File: config.mk
export PLATFORM = sky130hd
export DESIGN_NAME = max_pool_2x2_flat
export DESIGN_NICKNAME = d
export VERILOG_FILES = /design/src/rtl/max_pool_2x2_if.sv /design/src/rtl/max_pool_2x2.sv /design/src/flat_wrapper.sv
export SDC_FILE = /design/constraint.sdc
export NUM_CORES = 1
export LEC_CHECK = 0
export CORE_ASPECT_RATIO = 0.75
export CORE_UTILIZATION = 40
export DETAILED_ROUTE_END_ITERATION = 16
export PLACE_DENSITY_LB_ADDON = 0.08
export SLEW_MARGIN = 5
export SYNTH_ARGS = -nofsm -noshare
export SYNTH_HDL_FRONTEND = slang
export SYNTH_SLANG_ARGS = --single-unit
File: constraint.sdc
create_clock -name i_clk -period 5.15 [get_ports i_clk]
set_input_delay 0.515 -clock i_clk [delete_from_list [all_inputs] [get_ports i_clk]]
set_output_delay 0.515 -clock i_clk [all_outputs]
set_load 0.005 [all_outputs]
File: src/rtl/max_pool_2x2_if.sv
// Stream bundle for max_pool_2x2: one 6-channel pixel beat in, one pooled beat out.
// The pooler is the slave; whoever feeds pixels and consumes results is the master.
interface max_pool_2x2_if;
    logic              i_features_valid;
    logic signed [7:0] i_features_in  [0:5];
    logic              o_features_valid;
    logic signed [7:0] o_features_out [0:5];
    logic              o_frame_done;

    modport master (
        output i_features_valid,
        output i_features_in,
        input  o_features_valid,
        input  o_features_out,
        input  o_frame_done
    );

    modport slave (
        input  i_features_valid,
        input  i_features_in,
        output o_features_valid,
        output o_features_out,
        output o_frame_done
    );
endinterface

File: src/rtl/max_pool_2x2.sv
// 2x2 stride-2 signed max pooling over a raster-order 6-channel feature stream.
// Even rows fold column pairs into a line buffer; odd rows complete each window.
module max_pool_2x2 #(
    parameter int IMG_W = 28,
    parameter int IMG_H = 28
) (
    input  logic          i_clk,
    input  logic          i_rst,
    max_pool_2x2_if.slave feat
);
    // state  | meaning
    // S_FILL | even row: pair maxima written into the line buffer
    // S_POOL | odd row: pair max merged with line buffer entry, result emitted
    typedef enum logic {S_FILL = 1'b0, S_POOL = 1'b1} state_t;

    localparam int CW = (IMG_W > 2) ? $clog2(IMG_W) : 1;
    localparam int RW = (IMG_H > 2) ? $clog2(IMG_H) : 1;
    localparam int LW = (IMG_W > 2) ? $clog2(IMG_W / 2) : 1;
    localparam logic [CW-1:0] COL_LAST = CW'(IMG_W - 1);
    localparam logic [RW-1:0] ROW_LAST = RW'(IMG_H - 1);

    generate
        if ((IMG_W < 2) || ((IMG_W % 2) != 0)) begin : g_bad_width
            $error("max_pool_2x2: IMG_W must be even and >= 2");
        end
        if ((IMG_H < 2) || ((IMG_H % 2) != 0)) begin : g_bad_height
            $error("max_pool_2x2: IMG_H must be even and >= 2");
        end
    endgenerate

    state_t            state;
    logic [CW-1:0]     col;
    logic [RW-1:0]     row;
    logic signed [7:0] hold     [0:5];
    logic signed [7:0] linebuf  [0:IMG_W/2-1][0:5];
    logic signed [7:0] max_pair [0:5];
    logic signed [7:0] max_quad [0:5];
    logic signed [7:0] out_data [0:5];
    logic              out_valid;
    logic              frame_done;
    logic              col_odd;
    logic              col_last;
    logic              row_last;
    logic              lb_we;
    logic [LW-1:0]     lb_idx;

    assign col_odd  = col[0];
    assign col_last = (col == COL_LAST);
    assign row_last = (row == ROW_LAST);
    assign lb_idx   = LW'(col >> 1);
    assign lb_we    = ~i_rst & feat.i_features_valid & col_odd & (state == S_FILL);

    // Operands are declared signed, so these compares are two's-complement.
    always_comb begin
        for (int c = 0; c < 6; c++) begin
            max_pair[c] = (feat.i_features_in[c] > hold[c]) ? feat.i_features_in[c] : hold[c];
            max_quad[c] = (linebuf[lb_idx][c] > max_pair[c]) ? linebuf[lb_idx][c] : max_pair[c];
        end
    end

    // No reset: every entry is rewritten on the even row before the odd row reads it.
    always_ff @(posedge i_clk) begin
        if (lb_we) begin
            for (int c = 0; c < 6; c++) begin
                linebuf[lb_idx][c] <= max_pair[c];
            end
        end
    end

    always_ff @(posedge i_clk) begin
        if (i_rst) begin
            state      <= S_FILL;
            col        <= '0;
            row        <= '0;
            out_valid  <= 1'b0;
            frame_done <= 1'b0;
            for (int c = 0; c < 6; c++) begin
                hold[c]     <= '0;
                out_data[c] <= '0;
            end
        end else begin
            out_valid  <= 1'b0;
            frame_done <= 1'b0;
            if (feat.i_features_valid) begin
                if (!col_odd) begin
                    for (int c = 0; c < 6; c++) begin
                        hold[c] <= feat.i_features_in[c];
                    end
                end else if (state == S_POOL) begin
                    for (int c = 0; c < 6; c++) begin
                        out_data[c] <= max_quad[c];
                    end
                    out_valid  <= 1'b1;
                    frame_done <= row_last & col_last;
                end

                if (col_last) begin
                    col   <= '0;
                    row   <= row_last ? '0 : row + 1'b1;
                    state <= (state == S_FILL) ? S_POOL : S_FILL;
                end else begin
                    col <= col + 1'b1;
                end
            end
        end
    end

    assign feat.o_features_valid = out_valid;
    assign feat.o_frame_done     = frame_done;
    generate
        for (genvar c = 0; c < 6; c++) begin : g_out
            assign feat.o_features_out[c] = out_data[c];
        end
    endgenerate

endmodule

File: src/flat_wrapper.sv
// flat-port wrapper written by rule: the top's interface ports become plain ports
module max_pool_2x2_flat 
#(
    parameter int IMG_W = 28,
    parameter int IMG_H = 28
)
  (i_clk, i_rst, feat_i_features_valid, feat_i_features_in, feat_o_features_valid, feat_o_features_out, feat_o_frame_done);
  max_pool_2x2_if feat_i ();
  input  logic i_clk;
  input  logic i_rst;
  input wire logic [$bits(feat_i.i_features_valid)-1:0] feat_i_features_valid;
  input wire logic [$bits(feat_i.i_features_in)-1:0] feat_i_features_in;
  output wire logic [$bits(feat_i.o_features_valid)-1:0] feat_o_features_valid;
  output wire logic [$bits(feat_i.o_features_out)-1:0] feat_o_features_out;
  output wire logic [$bits(feat_i.o_frame_done)-1:0] feat_o_frame_done;
  assign feat_i.i_features_valid = feat_i_features_valid;
  assign feat_i.i_features_in = {>>{feat_i_features_in}};
  assign feat_o_features_valid = feat_i.o_features_valid;
  assign feat_o_features_out = {>>{feat_i.o_features_out}};
  assign feat_o_frame_done = feat_i.o_frame_done;
  max_pool_2x2 #(.IMG_W(IMG_W), .IMG_H(IMG_H)) u_core (.i_clk(i_clk), .i_rst(i_rst), .feat(feat_i));
endmodule
Word level (Yosys, flattened, before mapping)
Memory sizes are Yosys's and may differ from the RTL's. A register that Yosys moved wholly into a read port is not among the register bits.
Index checks and enable logic that the tools add are counted.
{"block": "word_totals", "inputBits": 51, "out_inout_bits": 50, "reg_bits": 13, "memories": 3, "ram_bits": 768, "word_cells": 88}
{"memory": "u_core.linebuf", "depth": 14, "width": 48, "rd": 1, "rd_clocked_by_memory_dff": 1, "write_ports": 1, "line_no": "max_pool_2x2.sv:35", "rtl": "logic signed [7:0] linebuf [0:IMG_W/2-1][0:5];"}
{"memory": "u_core.hold", "depth": 6, "width": 8, "rd": 6, "rd_clocked_by_memory_dff": 0, "write_ports": 6, "line_no": "max_pool_2x2.sv:34", "rtl": "logic signed [7:0] hold [0:5];"}
{"memory": "u_core.out_data", "depth": 6, "width": 8, "rd": 6, "rd_clocked_by_memory_dff": 0, "write_ports": 6, "line_no": "max_pool_2x2.sv:38", "rtl": "logic signed [7:0] out_data [0:5];"}
{"block": "op_classes", "n_lt_le_gt_ge": 12, "bitwise_logic": 20, "n_mux": 42, "n_eq_ne": 2, "add_sub_neg": 2, "n_reduce_logical": 2}
{"op": "8-bit two-way mux", "n": 24}
{"op": "8-bit greater-than comparator", "n": 12}
{"op": "1-bit two-way mux", "n": 14}
{"op": "1-bit bitwise OR", "n": 12}
{"op": "5-bit by 1-bit adder with 5-bit output (second input constant)", "n": 2}
{"op": "5-bit == test (second input constant)", "n": 2}
{"op": "5-bit two-way mux", "n": 2}
{"op": "4-bit two-way mux", "n": 2}
{"op": "1-bit bitwise AND", "n": 4}
{"op": "1-bit inverter", "n": 4}
{"op": "4-bit OR reduction", "n": 1}
{"op": "2-bit AND reduction", "n": 1}

Longest topological paths before layout
{"block": "depth", "word_depth": 6, "depth_mapped": 15}

Worst setup path before layout
Ideal clock, no wire load.
{"block": "synth_path", "kind": "input -> register", "startpoint": "in feat_i_features_valid", "endpoint": "mem u_core.linebuf[0][0] (netlist bit) (enable)", "arrival_time_ps": 4834, "setup_slack_ps": -197, "path_stages": 5, "path_buffers": 1, "path_cell_list": "clkbuf_1 > nand2_1 > nor3_1 > or3b_1 > nor3_1"}
{"block": "synth_via", "elab_chain_cells": 5}
{"element": "start: declaration", "line_no": "flat_wrapper.sv:11", "rtl": "input wire logic [$bits(feat_i.i_features_valid)-1:0] feat_i_features_valid;"}
{"element": "1-bit bitwise AND (3 in a row)", "line_no": "max_pool_2x2.sv:51", "rtl": "assign lb_we = ~i_rst & feat.i_features_valid & col_odd & (state == S_FILL);"}
{"element": "1-bit two-way mux", "line_no": "max_pool_2x2.sv:63", "rtl": "if (lb_we) begin"}
{"element": "1-bit two-way mux (implied by the code)", "line_no": "max_pool_2x2.sv:65", "rtl": "linebuf[lb_idx][c] <= max_pair[c];"}
{"element": "end: declaration", "line_no": "max_pool_2x2.sv:35"}
Every way passes these cells.

==> key figures <==
Power and ir drop
  – Peak VDD IR: 0.215 mV
  – Pleak: 12.5 nW
  – PD cells: 370 mW/mm²

Yosys
  – Prevailing post-synth register cell: edfxtp_1
  – Synth unique cells: 50
  – Synth top area cells: edfxtp_1 (70%), mux4_2 (13%), ha_1 (3.7%), mux2i_1 (1.9%), inv_1 (1.2%)
  – Post-synth ARST share: 0%
  – EDFF count, synth: 768
  – Dominant cell type by area after synthesis: edfxtp_1
  – Gate count of the mapped netlist: 1726
  – Yosys Warn Count: 0
  – Syn nets: 1875
  – Seq/Total Area, Yosys: 71.0%
  – Post-Syn Area: 0.0330 mm²
  – FF+latch count, synth: 785
  – Syn avg cell area: 19.1 µm²
  – Share of the synthesized area in the top cell type: 70.0%

Final layout
  – Net count, final: 2033
  – Layout area overhead: 15.5%
  – Layout cell share with drive strength beyond 1: 20.3%
  – Post-Layout Cell Count: 3006

Clock network
  – CTS tree: built
  – Postcts setup bufs: 0
  – H-tree levels: 3
  – CTS resizes: 0
  – CTS Buffer Depth: 3
  – Root Buffer: clkbuf_16
  – Later-pin clock latency in the skew report: 620 ps
  – Total CTS buffers: 80
  – Clock Sinks: 785
  – Hold-fix buffers, CTS: 0
  – Clk slew on worst S/H paths: 60 ps

Placed design
  – Pre-CTS setup slack: 793 ps
  – DP Cell Count: 2860
  – Gp weighted congestion: 0.766
  – Port bufs: 100
  – HPWL Detailed: 42500 µm

STA
  – RSZ-0062 raised after global routing: no
  – Sum Neg Setup Slack: 0 ps
  – Max-slew violations: 0
  – Slew headroom: 33.9%
  – Setup Skew: 16.5 ps
  – Worst-margin pin slew: 991 ps
  – Fin. Hold Viols: 0
  – Period minus WS final: 3870 ps
  – Final Cycle Share: 75.1%
  – Setup Viol. Count Final: 0
  – Max Fclk: 0.258 GHz
  – Final worst setup slack: 1280 ps

GRT
  – Largest net degree at the start of global routing: 60
  – Met2 Usage GRT: 30.0%
  – Total grt overflow: 0
  – Total track usage: 18.7%
  – Initial antenna violation count: 0
  – GR Layer Usage met1: 27.0%
  – First-pass GRT wire length: 114000 µm
  – Grt peak-use layer: met2
  – Met3 GRT Util: 2.73%
  – Vias in the first global route: 17000

Drt
  – ANT nets after route: 0
  – Via Count: 16300
  – Post-Route WL: 77200 µm
  – DRC Markers: 0
  – Vias per cell: 5.44
  – WL/cell: 25.7 µm
  – DR iter-0 viols: 1249
  – Pre-Repair DR Iteration Count: 5

Worst setup path
  – Setup CP Type: reg -> reg
  – Crit start category: flop
  – Crit. End Element: flop
  – Crit Path Max Fanout: 56
  – Req. time, crit path: 5520 ps
  – Critical Path AT: 4240 ps

Run status
  – Status: completed

Floorplan
  – Initial Utilization: 40.7%
  – Chip width: 333 µm
  – Core Region: 0.0810 mm²
  – Die area: 0.0836 mm²
  – Rows: 90
  – Boundary pin count: 101
  – Die Span Y: 251 µm

Run
  – Max-cap viol count: 0

Worst hold path
  – Hold WC Path Type: reg -> reg
[sequential cells by signal (all words and copies together), names as in the netlist, named ones only]
name                          count
u_core.feat.o_frame_done          1
u_core.feat.o_features_valid      1
u_core.linebuf                  672
u_core.row                        5
u_core.col                        5
u_core.out_data                  48
u_core.state                      1
u_core.hold                      48
[cell type report]
| cell class | count | area, µm² |
|---|---|---|
| Fill cell | 6777 | 42900 |
| Inverter | 110 | 413 |
| Clock inverter | 42 | 357 |
| Tap cell | 1058 | 1320 |
| Sequential cell | 785 | 23400 |
| Timing Repair Buffer | 138 | 1510 |
| Antenna cell | 1 | 2.50 |
| Multi-Input combinational cell | 769 | 8880 |
| Clock buffer | 103 | 2150 |
[cells in the mapped netlist (17+ instances only)]
cell	n
mux4_2	186
ha_1	98
mux2i_1	62
mux2_2	28
a21oi_1	33
edfxtp_1	768
nor2_1	49
clkbuf_1	26
nand3_1	25
o21ai_1	46
and2_1	42
nand2b_1	47
dfxtp_1	17
inv_1	108
nand2_1	23
mux2_1	20
[critical path, stage by stage, from the launching register on]
cell and delay, ps:
dfxtp_4 670, buf_12 450, mux4_2 590, mux4_2 500, ha_1 310, a21o_1 170
a21oi_1 150, o221ai_1 160, nand3_1 300, nor2_1 80, a31o_1 210
[where the power goes]
group          total (mW)  internal [mW]  switching, mW
registers            7.29           7.25         0.0416
logic                1.14          0.449          0.692
clock network        5.64           3.25           2.39
[final timing paths]
path / startpoint / slack (ps) / to / depth (start not counted)
max: flop / 1280 / u_core.out_data[0][16] / 10
min: u_core.row[4] / 520 / u_core.row[4] / 2
max reg2reg: flop / 1280 / u_core.out_data[0][16] / 10
min reg2reg: u_core.row[4] / 520 / u_core.row[4] / 2
[stage by stage]
step	util (%)	power [mW]	cell area, µm²	hold WS [ps]
finish	47.0	14.1	38100	523
global route	47.0	14.5	38100	570
CTS	47.0	14.2	38100	537
detailed placement	43.9	8.58	35600	525
global placement	43.9	8.55	35600	488
floorplan	-	8.19	33000	466
[placed cells by master (no fill, tap or decap), drive strengths merged, types with 5 or more instances in the layout]
cell type        n
edfxtp         768
mux4           186
inv            111
clkbuf         103
clkdlybuf4s50  100
ha              98
mux2i           62
o21ai           52
nor2            49
mux2            48
nand2b          47
and2            42
a21oi           39
buf             38
clkinv          33
nand3           25
nand2           23
dfxtp           17
nor3            16
nand4           10
a21o             8
a31o             7
nor4b            6
o221ai           6
o32ai            6
bufinv           6
a41oi            5
[kinds of logic after synthesis]
family | after synthesis | share of synthesized area (%)
buf+inv | 172 | 2.39
compound gates | 140 | 2.75
xor+xnor | 3 | 0.0797
flops | 785 | 71.0
simple gates | 232 | 3.81
fa+ha+maj | 98 | 3.72
mux | 296 | 16.2
[routing by layer]
metal,wire (µm),vias to the layer above
li1,-,7290
met1,36700,8670
met2,36400,293
met3,2630,94
met4,1480,0
met5,0,-
Power figures use the tool's default switching activity.
